### src/rtl/seq_detector.sv
// seq_detector: pattern detector and frame-lock tracker for a serial bit stream.
//
// Samples din on clock edges where en=1. It flags every occurrence of a
// PAT_W-bit pattern, and overlapping occurrences count. It declares frame lock
// after LOCK_N matches that are spaced exactly PAT_W valid bits apart.
//
// Ports:
//   clk        rising-edge clock
//   rst_n      asynchronous active-low reset
//   en         bit-valid qualifier for din
//   din        serial data bit
//   clr        synchronous flush; also latches pat into the pattern register
//   pat        pattern, pat[0] is the first bit in time
//   match      one-cycle pulse when the last PAT_W valid bits equal the pattern
//   match_cnt  saturating count of match pulses
//   locked     high while in LOCKED
//   state      FSM state: 0 HUNT, 1 VERIFY, 2 LOCKED
//   err_cnt    (SEQ_DET_ERR_EN) saturating count of on-period misses
//   lost       (SEQ_DET_ERR_EN) one-cycle pulse on each LOCKED->HUNT transition
//
// Optional feature macro: SEQ_DET_ERR_EN
//
// state   | meaning
// --------+---------------------------------------------------------------
// HUNT    | searching for any occurrence of the pattern
// VERIFY  | pattern seen; counting matches that repeat every PAT_W bits
// LOCKED  | frame lock held; drops after MISS_N consecutive on-period misses
//
// PAT_W must be at least 2.

module seq_detector #(
  parameter int               PAT_W   = 4,
  parameter int               CNT_W   = 8,
  parameter int               LOCK_N  = 3,
  parameter int               MISS_N  = 2,
  parameter logic [0:PAT_W-1] PAT_RST = 4'b1001
) (
  input  logic             clk,
  input  logic             rst_n,
  input  logic             en,
  input  logic             din,
  input  logic             clr,
  input  logic [0:PAT_W-1] pat,
  output logic             match,
  output logic [CNT_W-1:0] match_cnt,
  output logic             locked,
  output logic [1:0]       state
`ifdef SEQ_DET_ERR_EN
  ,
  output logic [CNT_W-1:0] err_cnt,
  output logic             lost
`endif
);

  localparam int FILL_W = $clog2(PAT_W + 1);
  localparam int PH_W   = $clog2(PAT_W);

  typedef enum logic [1:0] {
    ST_HUNT   = 2'd0,
    ST_VERIFY = 2'd1,
    ST_LOCKED = 2'd2
  } state_t;

  // r_win[0] holds the newest bit, so the oldest bit sits in the MSB.
  logic [PAT_W-1:0]  r_win;
  logic [FILL_W-1:0] r_fill;
  logic [PH_W-1:0]   r_ph;
  logic [3:0]        r_hit;
  logic [3:0]        r_miss;
  logic [0:PAT_W-1]  r_pat;
  logic              r_match;
  logic [CNT_W-1:0]  r_match_cnt;
  state_t            r_state;

  logic [PAT_W-1:0]  w_win_nxt;
  logic [FILL_W-1:0] w_fill_nxt;
  logic [PH_W-1:0]   w_ph_nxt;
  logic [3:0]        w_hit_nxt;
  logic [3:0]        w_miss_nxt;
  logic              w_match_nxt;
  logic [CNT_W-1:0]  w_match_cnt_nxt;
  state_t            w_state_nxt;
  logic              w_hit_now;
  logic              w_expected;
  logic              w_miss_evt;
  logic              w_lost_evt;
  logic [PAT_W-1:0]  w_win_shift;
  logic [FILL_W-1:0] w_fill_inc;

  // Both vectors are packed with the oldest bit leftmost. The compare is a
  // plain equality in time order.
  assign w_win_shift = {r_win[PAT_W-2:0], din};
  assign w_fill_inc  = (r_fill == FILL_W'(PAT_W)) ? r_fill : r_fill + 1'b1;
  assign w_hit_now   = (w_win_shift == r_pat) && (w_fill_inc == FILL_W'(PAT_W));
  assign w_expected  = (r_ph == PH_W'(PAT_W - 1));

  always_comb begin
    w_win_nxt       = r_win;
    w_fill_nxt      = r_fill;
    w_ph_nxt        = r_ph;
    w_hit_nxt       = r_hit;
    w_miss_nxt      = r_miss;
    w_match_nxt     = 1'b0;
    w_match_cnt_nxt = r_match_cnt;
    w_state_nxt     = r_state;
    w_miss_evt      = 1'b0;
    w_lost_evt      = 1'b0;

    if (en) begin
      w_win_nxt   = w_win_shift;
      w_fill_nxt  = w_fill_inc;
      w_match_nxt = w_hit_now;
      if (w_hit_now && (r_match_cnt != {CNT_W{1'b1}}))
        w_match_cnt_nxt = r_match_cnt + 1'b1;

      case (r_state)
        ST_HUNT: begin
          if (w_hit_now) begin
            w_hit_nxt   = 4'd1;
            w_miss_nxt  = 4'd0;
            w_ph_nxt    = '0;
            w_state_nxt = (LOCK_N <= 1) ? ST_LOCKED : ST_VERIFY;
          end
        end
        ST_VERIFY: begin
          if (w_expected) begin
            w_ph_nxt = '0;
            if (w_hit_now) begin
              w_hit_nxt = r_hit + 4'd1;
              if ((int'(r_hit) + 1) >= LOCK_N) begin
                w_state_nxt = ST_LOCKED;
                w_miss_nxt  = 4'd0;
              end
            end else begin
              w_miss_evt  = 1'b1;
              w_hit_nxt   = 4'd0;
              w_state_nxt = ST_HUNT;
            end
          end else begin
            // Off-period hits (self-overlapping patterns) pulse match only.
            w_ph_nxt = r_ph + 1'b1;
          end
        end
        ST_LOCKED: begin
          if (w_expected) begin
            w_ph_nxt = '0;
            if (w_hit_now) begin
              w_miss_nxt = 4'd0;
            end else begin
              w_miss_evt = 1'b1;
              if ((int'(r_miss) + 1) >= MISS_N) begin
                w_lost_evt  = 1'b1;
                w_hit_nxt   = 4'd0;
                w_miss_nxt  = 4'd0;
                w_state_nxt = ST_HUNT;
              end else begin
                w_miss_nxt = r_miss + 4'd1;
              end
            end
          end else begin
            w_ph_nxt = r_ph + 1'b1;
          end
        end
        default: w_state_nxt = ST_HUNT;
      endcase
    end
  end

  always_ff @(posedge clk or negedge rst_n) begin
    if (!rst_n) begin
      r_win       <= '0;
      r_fill      <= '0;
      r_ph        <= '0;
      r_hit       <= '0;
      r_miss      <= '0;
      r_pat       <= PAT_RST;
      r_match     <= 1'b0;
      r_match_cnt <= '0;
      r_state     <= ST_HUNT;
    end else if (clr) begin
      r_win       <= '0;
      r_fill      <= '0;
      r_ph        <= '0;
      r_hit       <= '0;
      r_miss      <= '0;
      r_pat       <= pat;
      r_match     <= 1'b0;
      r_match_cnt <= '0;
      r_state     <= ST_HUNT;
    end else begin
      r_win       <= w_win_nxt;
      r_fill      <= w_fill_nxt;
      r_ph        <= w_ph_nxt;
      r_hit       <= w_hit_nxt;
      r_miss      <= w_miss_nxt;
      r_match     <= w_match_nxt;
      r_match_cnt <= w_match_cnt_nxt;
      r_state     <= w_state_nxt;
    end
  end

  assign match     = r_match;
  assign match_cnt = r_match_cnt;
  assign locked    = (r_state == ST_LOCKED);
  assign state     = r_state;

`ifdef SEQ_DET_ERR_EN
  logic [CNT_W-1:0] r_err_cnt;
  logic             r_lost;

  always_ff @(posedge clk or negedge rst_n) begin
    if (!rst_n) begin
      r_err_cnt <= '0;
      r_lost    <= 1'b0;
    end else if (clr) begin
      r_err_cnt <= '0;
      r_lost    <= 1'b0;
    end else begin
      r_lost <= w_lost_evt;
      if (w_miss_evt && (r_err_cnt != {CNT_W{1'b1}}))
        r_err_cnt <= r_err_cnt + 1'b1;
    end
  end

  assign err_cnt = r_err_cnt;
  assign lost    = r_lost;
`endif

endmodule

### config.mk
export PLATFORM = sky130hd
export DESIGN_NAME = seq_detector
export DESIGN_NICKNAME = d
export VERILOG_FILES = /design/src/rtl/seq_detector.sv
export SDC_FILE = /design/constraint.sdc
export NUM_CORES = 1
export LEC_CHECK = 0
export CAP_MARGIN = 20
export CORE_UTILIZATION = 45
export CTS_CLUSTER_SIZE = 16
export DETAILED_ROUTE_END_ITERATION = 8
export GPL_ROUTABILITY_DRIVEN = 0
export PLACE_DENSITY = 0.66
export SETUP_SLACK_MARGIN = 0.4
export SLEW_MARGIN = 40
export SYNTH_ARGS = -nofsm -noshare
export SYNTH_HDL_FRONTEND = slang
export SYNTH_SLANG_ARGS = --single-unit
### constraint.sdc
create_clock -name clk -period 2.97 [get_ports clk]
set_clock_uncertainty 0.2 [all_clocks]
set_input_delay 0.594 -clock clk [delete_from_list [all_inputs] [get_ports clk]]
set_output_delay 0.594 -clock clk [all_outputs]
set_load 0.01 [all_outputs]
* Word-level counts from Yosys, hierarchy flattened *
Cells that the tools add are included.
W data, S select, Z words.

storage, ports and cells
  flip-flop bits (word level) = 31
  word-level logic and storage cells = 90

operators by class
  $add $sub $neg = 7
  $lt $le $gt $ge = 2
  eq/ne operators = 15
  muxes and demuxes = 44
  reduce and logical (&&, ||, !) cells = 13

operators by type and width
  cell                   number
  $mux W4                17
  $mux W2                13
  $mux W8                3
  $pmux W4 S3            2
  $reduce_and A7 Y1      3
  $mux W3                5
  $ne A3 B3 Y1 const B   5
  $add A4 B1 Y5 const B  2
  $ge A5 B2 Y1 const B   2
  $add A4 B1 Y4 const B  2
  $add A8 B1 Y8 const B  1
  $ne A8 B8 Y1 const B   1
  $eq A3 B3 Y1 const B   2
  $ne A3 B2 Y1 const B   2
  $pmux W2 S3            1
  $eq A2 B2 Y1 const B   2
  $eq A4 B4 Y1           1
  $ne A4 B4 Y1 const B   1
  $pmux W2 S2            1
  $reduce_bool A2 Y1     2
  $reduce_bool A4 Y1     1
  $add A3 B1 Y3 const B  1
  $reduce_and A3 Y1      1
  $reduce_bool A3 Y1     1
  7 further kinds        9

* Depth between registers and ports, before layout *
Gate-level depths: netlist of run 1.

  depth after elaboration = 9
  depth in mapped cells = 9
  gate-level depth less buffers = 8

* Worst setup path after synthesis of run 1 *
No wires, ideal clock.

  path type = register to register
  start point = register r_state[0], in the netlist state[0]
  end point = register r_hit[2]
  setup time = 0.120 ns
  arrival time = 2.167 ns
  required time = 2.650 ns
  slack = 0.483 ns
  stages on the path, launching flop included = 9
  path buffers = 0
  path through = dfrtp_1 -> inv_1 -> ha_1 -> nor2_1 -> mux2i_1 -> inv_1 -> a2111o_1 -> o21bai_1 -> a31o_1

on the way
  longest elaborated chain between the ends = 4
  elaborated cells between the ends (all ways) = 13
  classes of those cells = 7 x eq/ne; 3 x mux; 3 x reduce/logical

RTL lines
  item                    line  text
  from (decl)             73    state_t r_state;
  from (signal assigned)  198   r_state <= w_state_nxt;
  $eq A2 B2 Y1 (*)        --
  net locked              46    output logic locked,
  $pmux W4 S3             116   case (r_state)
  $mux W4                 109   if (en) begin
  $mux W4                 180   end else if (clr) begin
  to (signal assigned)    194   r_hit <= w_hit_nxt;
  to (decl)               68    logic [3:0] r_hit;

The timed path passes the listed nets; every way through them passes the cells marked *. The select of a mux whose other input is x is not followed.
A chain may end at the register's enable or synchronous reset.

* Worst setup path after layout of run 1 *
  start point = register r_state[0], in the netlist state[0]
  end point = output locked

on the way
  longest elaborated chain between the ends = 1

RTL lines
  item          line  text
  $eq A2 B2 Y1  204   assign locked = (r_state == ST_LOCKED);
  to (decl)     46

Every way passes these cells.

==> flow_metrics.tcl, run 1 <==
set metrics [dict create \
    setup.worst_path.class "reg2out" \
    synth_cell_types 46 \
    hp-class "reg2reg" \
    cp_max_fo 7 \
    die_x_um 65.1 \
    peakVddDrop_v 0.000230 \
    area_delta_synth_final_pct 21.0 \
    syn_area_um2 1790 \
    fmax_mhz 396 \
    power.density_nw_per_um2 449 \
    io_buffers 20 \
    drive_above_1_share_pct 13.0 \
    slew_viol_final 0 \
    core_um2 3740 \
    startpoint "state[0]$_DFFE_PN0P_" \
    drv_cap 0 \
    reg2reg_depth 8 \
    grt_pass1_vias 1522 \
    clkLatencyLatePin_ns 0.28 \
    antenna_found_initial 0 \
    p_total_mw 0.972 \
    postCtsHoldBufs 0 \
    synth_edf_count 0 \
    p_leak_nw 0.972 \
    routed_via_density 5.67 \
    startpoint_type "flip-flop" \
    period_share_pct 84.9 \
    row_count 22 \
    slew_headroom_pct 72.8 \
    grt_max_degree 32 \
    final_nets 228 \
    firstDrtPassIters 4 \
    cp_data_required_time_ns 2.18 \
    post_drt_wl_per_cell_um 14.3 \
    fin_tns_setup_ns 0 \
    ant_nets 0 \
    drc 0 \
    vias 1451 \
    track_usage_pct 20.8 \
    initial_utilization_pct 47.8 \
    final.min_clock_period_ns 2.52 \
    clk_path_buf_depth 2 \
    die_y_um 65.1 \
    num_io_pins 21 \
    final_hold_viol_count 0 \
    setup_viol 0 \
    grt_pass1_wl_um 6710 \
    synth_ff_type "dfrtp_1" \
    worstHoldStart "r_ph[1]$_DFFE_PN0P_" \
    drt-total-wl_um 3670 \
    tightest_slew_ns 0.407 \
    syn_area_per_cell_um2 10.0 \
    die_area_um2 4230 \
    dpl.cell_count 247 \
    netlist_instances 179 \
    clk_pin_slew_ns 0.06 \
    root_buffer "clkbuf_8" \
    h-tree-depth 2 \
    instances_no_fill 256 \
    yosys_warnings 0 \
    yosysSeqAreaShare_pct 43.5 \
    ys_seq_elements 31 \
    timing.rr.start "state[1]$_DFFE_PN0P_" \
    dp_hpwl_um 2640 \
    synthesis.nets 200 \
    rsz0062_at_grt "true" \
    worstPathArrival_ns 1.73 \
    whs_ns 0.292 \
    drt_iter0_markers 120 \
    cts.sinks 31 \
    async_reset_ff_share_pct 100 \
    gr-total-overflow 0 \
    hold_path_depth 2 \
    cts_made_buffers 5 \
    outcome "finished clean" \
    cp-end-kind "output port" \
    antennaDiodeCount 0 \
    nFillCells 353 \
    cts_tree "yes" \
]
[cell usage in the layout (no fill, tap or decap), types with 3 or more instances in the layout]
cell type        netlist  layout
o211ai_1               3       3
inv_1                 10      10
xor2_1                10      10
ha_1                  12      11
a21oi_1                6       6
o21ai_0                5       5
mux2_2                 4       4
nand3_1                5       5
nand2_1               11      11
buf_4                  0       7
and2_1                 3       3
clkbuf_1               3       3
a31oi_1                3       3
and3_1                 4       4
clkdlybuf4s50_1        0      20
mux2i_1                6       5
dfrtp_1               29      29
clkbuf_8               0       5
nor3_1                 5       5
nor2_1                20      19
nand4_1                5       5
[kinds of logic (layout without fill, tap and decap cells)]
family | count (synthesis) | count (layout) | share of synthesized area (%)
buffers and inverters | 16 | 45 | 3.78
flip-flops | 31 | 31 | 43.5
adder cells (fa/ha/maj) | 12 | 12 | 8.39
XOR/XNOR | 12 | 12 | 5.87
AO/OA/AOI/OAI | 33 | 33 | 13.2
multiplexers | 10 | 10 | 5.87
AND/OR/NAND/NOR | 65 | 65 | 19.4
[state kept, by name, indices dropped and copies added, names as in the netlist]
name and cells:
r_win 3, r_hit 4, state 2, r_miss 4
match 1, r_pat 4, r_fill 3, r_ph 2
match_cnt 8
[worst max-delay path: stages (launching register included)]
cell,delay (ns)
dfrtp_1,0.41
inv_1,0.15
ha_2,0.31
clkdlybuf4s50_1,0.57
[through the flow]
stage                     cell area, um2  util [%]  setup WS, ns
after CTS                           2150      57.6         0.398
after global placement              2060      55.1         0.184
after global routing                2170      57.9         0.352
after floorplan                     1790         -         0.483
after detailed placement            2060      55.1         0.163
final                               2170      57.9         0.447
[worst paths after layout]
path	slack (ns)	to
max reg2reg	0.50	r_hit[2]$_DFFE_PN0P_
max	0.45	locked
min	0.29	r_ph[1]$_DFFE_PN0P_
max in group asynchronous	1.73	r_pat[3]$_DFFE_PN1P_
min reg2reg	0.29	r_ph[1]$_DFFE_PN0P_
min in group asynchronous	0.50	r_hit[0]$_DFFE_PN0P_
[report_power, final]
| group | total [mW] | leakage, nW | switching (mW) | internal [mW] |
|---|---|---|---|---|
| clock | 0.314 | 0.0395 | 0.148 | 0.166 |
| sequential | 0.456 | 0.419 | 0.0157 | 0.441 |
| combinational | 0.202 | 0.514 | 0.112 | 0.0893 |
| total | 0.972 | 0.972 | 0.276 | 0.696 |
[final cells by class]
class	count	area, um2	share of cell area, %
multi-input cells	132	957	44.2
flip-flops and latches	31	778	35.9
repair buffers	27	253	11.7
clock buffers	8	80.1	3.70
well taps	48	60.1	2.77
inverters	10	37.5	1.73
[cell usage after synthesis, drive strengths merged (2+ instances only)]
library cell,n,share of area (%)
a31o,3,1.5
a21oi,6,1.7
ha,12,8.4
buf,3,1.0
and2,3,1.0
a211oi,2,0.84
nand4,5,1.7
o211ai,4,2.0
xnor2,2,0.98
mux2,4,2.5
nand3,5,1.4
o21ai,5,1.4
dfstp,2,2.9
clkbuf,3,0.63
xor2,10,4.9
dfrtp,29,41
nor2,20,4.2
mux2i,6,3.4
nand3b,2,0.84
inv,10,2.1
a2111o,2,1.3
nand2,11,2.3
a31oi,3,1.0
and3,4,1.4
nor3,6,2.0
nor4b,2,1.3
[per-layer routing]
metal,vias to the layer above,part of all wire (%),GRT usage (%)
met3,5,3.2,5.81
met1,721,45,23.5
met4,0,1.3,8.42
li1,697,-,-
met5,-,0,0
met2,28,51,36.6
[what timing repair did]
action,4_1_cts,5_1_grt
buffers inserted,1,0
pin swaps,0,2
resized for setup,1,3
setup endpoints to repair,2,5
Power figures use the tool's default switching activity.
==> inputs of run 2 (changes only) <==
==> constraint.sdc (replaced) <==
create_clock -name clk -period 2.6 [get_ports clk]
set_clock_uncertainty 0.2 [all_clocks]
set_input_delay 0.52 -clock clk [delete_from_list [all_inputs] [get_ports clk]]
set_output_delay 0.52 -clock clk [all_outputs]
set_load 0.01 [all_outputs]
==> run 2 against run 1 <==
  * Global-route usage up 0.092 points
  * Hold slack better by 0.0016 ns
  * Combinational power up 47%
  * Core utilization up 6.0 points
  * Design area up 10%
  * Setup slack worse by 0.17 ns
  * First-iteration DRC count down 45%
  * Register-to-register slack worse by 0.22 ns
  * Largest cell class unchanged
  * Highest routed layer unchanged
==> flow_metrics.tcl, run 2 (synthesis gave the netlist of run 1 again) <==
set metrics [dict create \
    firstDrtPassIters 4 \
    clk_pin_slew_ns 0.06 \
    outcome "finished clean" \
    peakVddDrop_v 0.000398 \
    gr-total-overflow 0 \
    mostFrequentLayoutCells "dfrtp_1 (26), buf_4 (19), nor2_1 (18)" \
    antenna_found_initial 0 \
    crit_top_cell "nor4b_2" \
    cts.sinks 31 \
    slew_headroom_pct 73.2 \
    final_hold_viol_count 0 \
    instances_no_fill 268 \
    switching_share_pct 26.7 \
    fmax_mhz 431 \
    worstHoldStart "r_ph[1]$_DFFE_PN0P_" \
    multi_input_area_um2 1050 \
    cp-end-kind "flip-flop" \
    clk_path_buf_depth 2 \
    slew_viol_final 0 \
    drt_iter0_markers 66 \
    vias 1493 \
    grt_max_degree 32 \
    setup_ws_ns 0.282 \
    period_share_pct 89.2 \
    track_usage_pct 20.9 \
    cts_tree "yes" \
    rsz0062_at_grt "true" \
    cp_max_fo 7 \
    seqCellArea_um2 782 \
    dp_hpwl_um 2560 \
    p_switching_mw 0.348 \
    largest_register_ffs 8 \
    power.density_nw_per_um2 546 \
    root_buffer "clkbuf_8" \
    drive_above_1_share_pct 28.6 \
    clkLatencyLatePin_ns 0.28 \
    crit_chain "ha_4 -> buf_4 -> nor4b_2 -> o211a_1 -> a2111o_1 -> nor4b_2 -> a31o_1" \
    p_seq_share_pct 39.9 \
    die_y_um 65.1 \
    num_io_pins 21 \
    die_area_um2 4230 \
    die_x_um 65.1 \
    final_common_cell "dfrtp_1" \
    post_drt_wl_per_cell_um 14.8 \
    ant_nets 0 \
    nFillCells 320 \
    cp_data_required_time_ns 2.62 \
    final_nets 240 \
    routed_via_density 5.57 \
    setup.worst_path.class "reg2reg" \
    area_delta_synth_final_pct 33.6 \
    row_count 22 \
    startpoint "state[1]$_DFFE_PN0P_" \
    final.min_clock_period_ns 2.32 \
    core_um2 3740 \
    cp_slowest_cell "a2111o_1" \
    pre_cts_slack_ns -0.115 \
    setup_viol 0 \
    startpoint_type "flip-flop" \
    grt_pass1_vias 1557 \
    drc 0 \
    combPwrFrac_pct 22.7 \
    p_leak_nw 1.07 \
    fin_tns_setup_ns 0 \
    grt_pass1_wl_um 6800 \
    h-tree-depth 2 \
    tightest_slew_ns 0.402 \
    pwr-share-clk_pct 37.4 \
    dpl.cell_count 247 \
    p_total_mw 1.30 \
    p_int_mw 0.956 \
    drt-total-wl_um 3980 \
    timing.rr.start "state[1]$_DFFE_PN0P_" \
    hp-class "reg2reg" \
    drv_cap 0 \
    max_stage_delay_ns 0.52 \
    cts_made_buffers 5 \
    initial_utilization_pct 47.8 \
    whs_ns 0.293 \
    io_buffers 20 \
    antennaDiodeCount 0 \
    worstPathArrival_ns 2.34 \
]
run 2: final cells by class:
class                   instances  share of cell area (%)
multi-input cells             132                    44.0
flip-flops and latches         31                    32.7
repair buffers                 39                    14.2
clock buffers                   6                    3.46
well taps                      48                    2.51
inverters                      10                    1.68
clock inverters                 2                    1.47
run 2: path summary, 6_finish.rpt:
path                       depth (start not counted)  slack (ns)                   end
setup reg to reg                                   7        0.28  r_hit[2]$_DFFE_PN0P_
setup / recovery                                   7        0.28  r_hit[2]$_DFFE_PN0P_
max in group asynchronous                          2        1.44  r_pat[3]$_DFFE_PN1P_
min in group asynchronous                          2        0.43  state[0]$_DFFE_PN0P_
hold reg to reg                                    2        0.29   r_ph[1]$_DFFE_PN0P_
hold / removal                                     2        0.29   r_ph[1]$_DFFE_PN0P_
run 2: timing repair:
item	4_1_cts	5_1_grt
pin swaps	9	5
hold endpoints to repair	0	0
resized for setup	17	5
setup buffers	9	4
setup endpoints to repair	9	16
hold buffers	0	0
run 2: metrics by stage:
step | util (%) | area, um2
floorplan | - | 1830
finish | 63.8 | 2390
global placement | 56.4 | 2110
global route | 63.8 | 2390
CTS | 62.6 | 2340
detailed placement | 56.4 | 2110
run 2: critical path, delay by kind of cell (launching register included):
family,cells,cell delay [ns]
AO/OA/AOI/OAI,3,0.81
AND/OR/NAND/NOR,2,0.45
adder cells (fa/ha/maj),1,0.19
flip-flops,1,0.45
buffers and inverters,1,0.16
run 2: power groups by stage:
stage                     logic (mW)  registers, mW  clock network [mW]
after floorplan                0.145          0.528                   0
after CTS                      0.272          0.523               0.500
after global placement         0.223          0.529                   0
after global routing           0.324          0.523               0.515
after detailed placement       0.226          0.530                   0
final                          0.296          0.521               0.488
run 2: routing by layer:
layer / vias to the layer above / track usage (%) / routed length [um]
met5: - / 0 / 0
met4: 0 / 9.78 / 104
met3: 11 / 4.75 / 179
met2: 45 / 35.4 / 1980
met1: 718 / 24.9 / 1710
li1: 719 / - / -
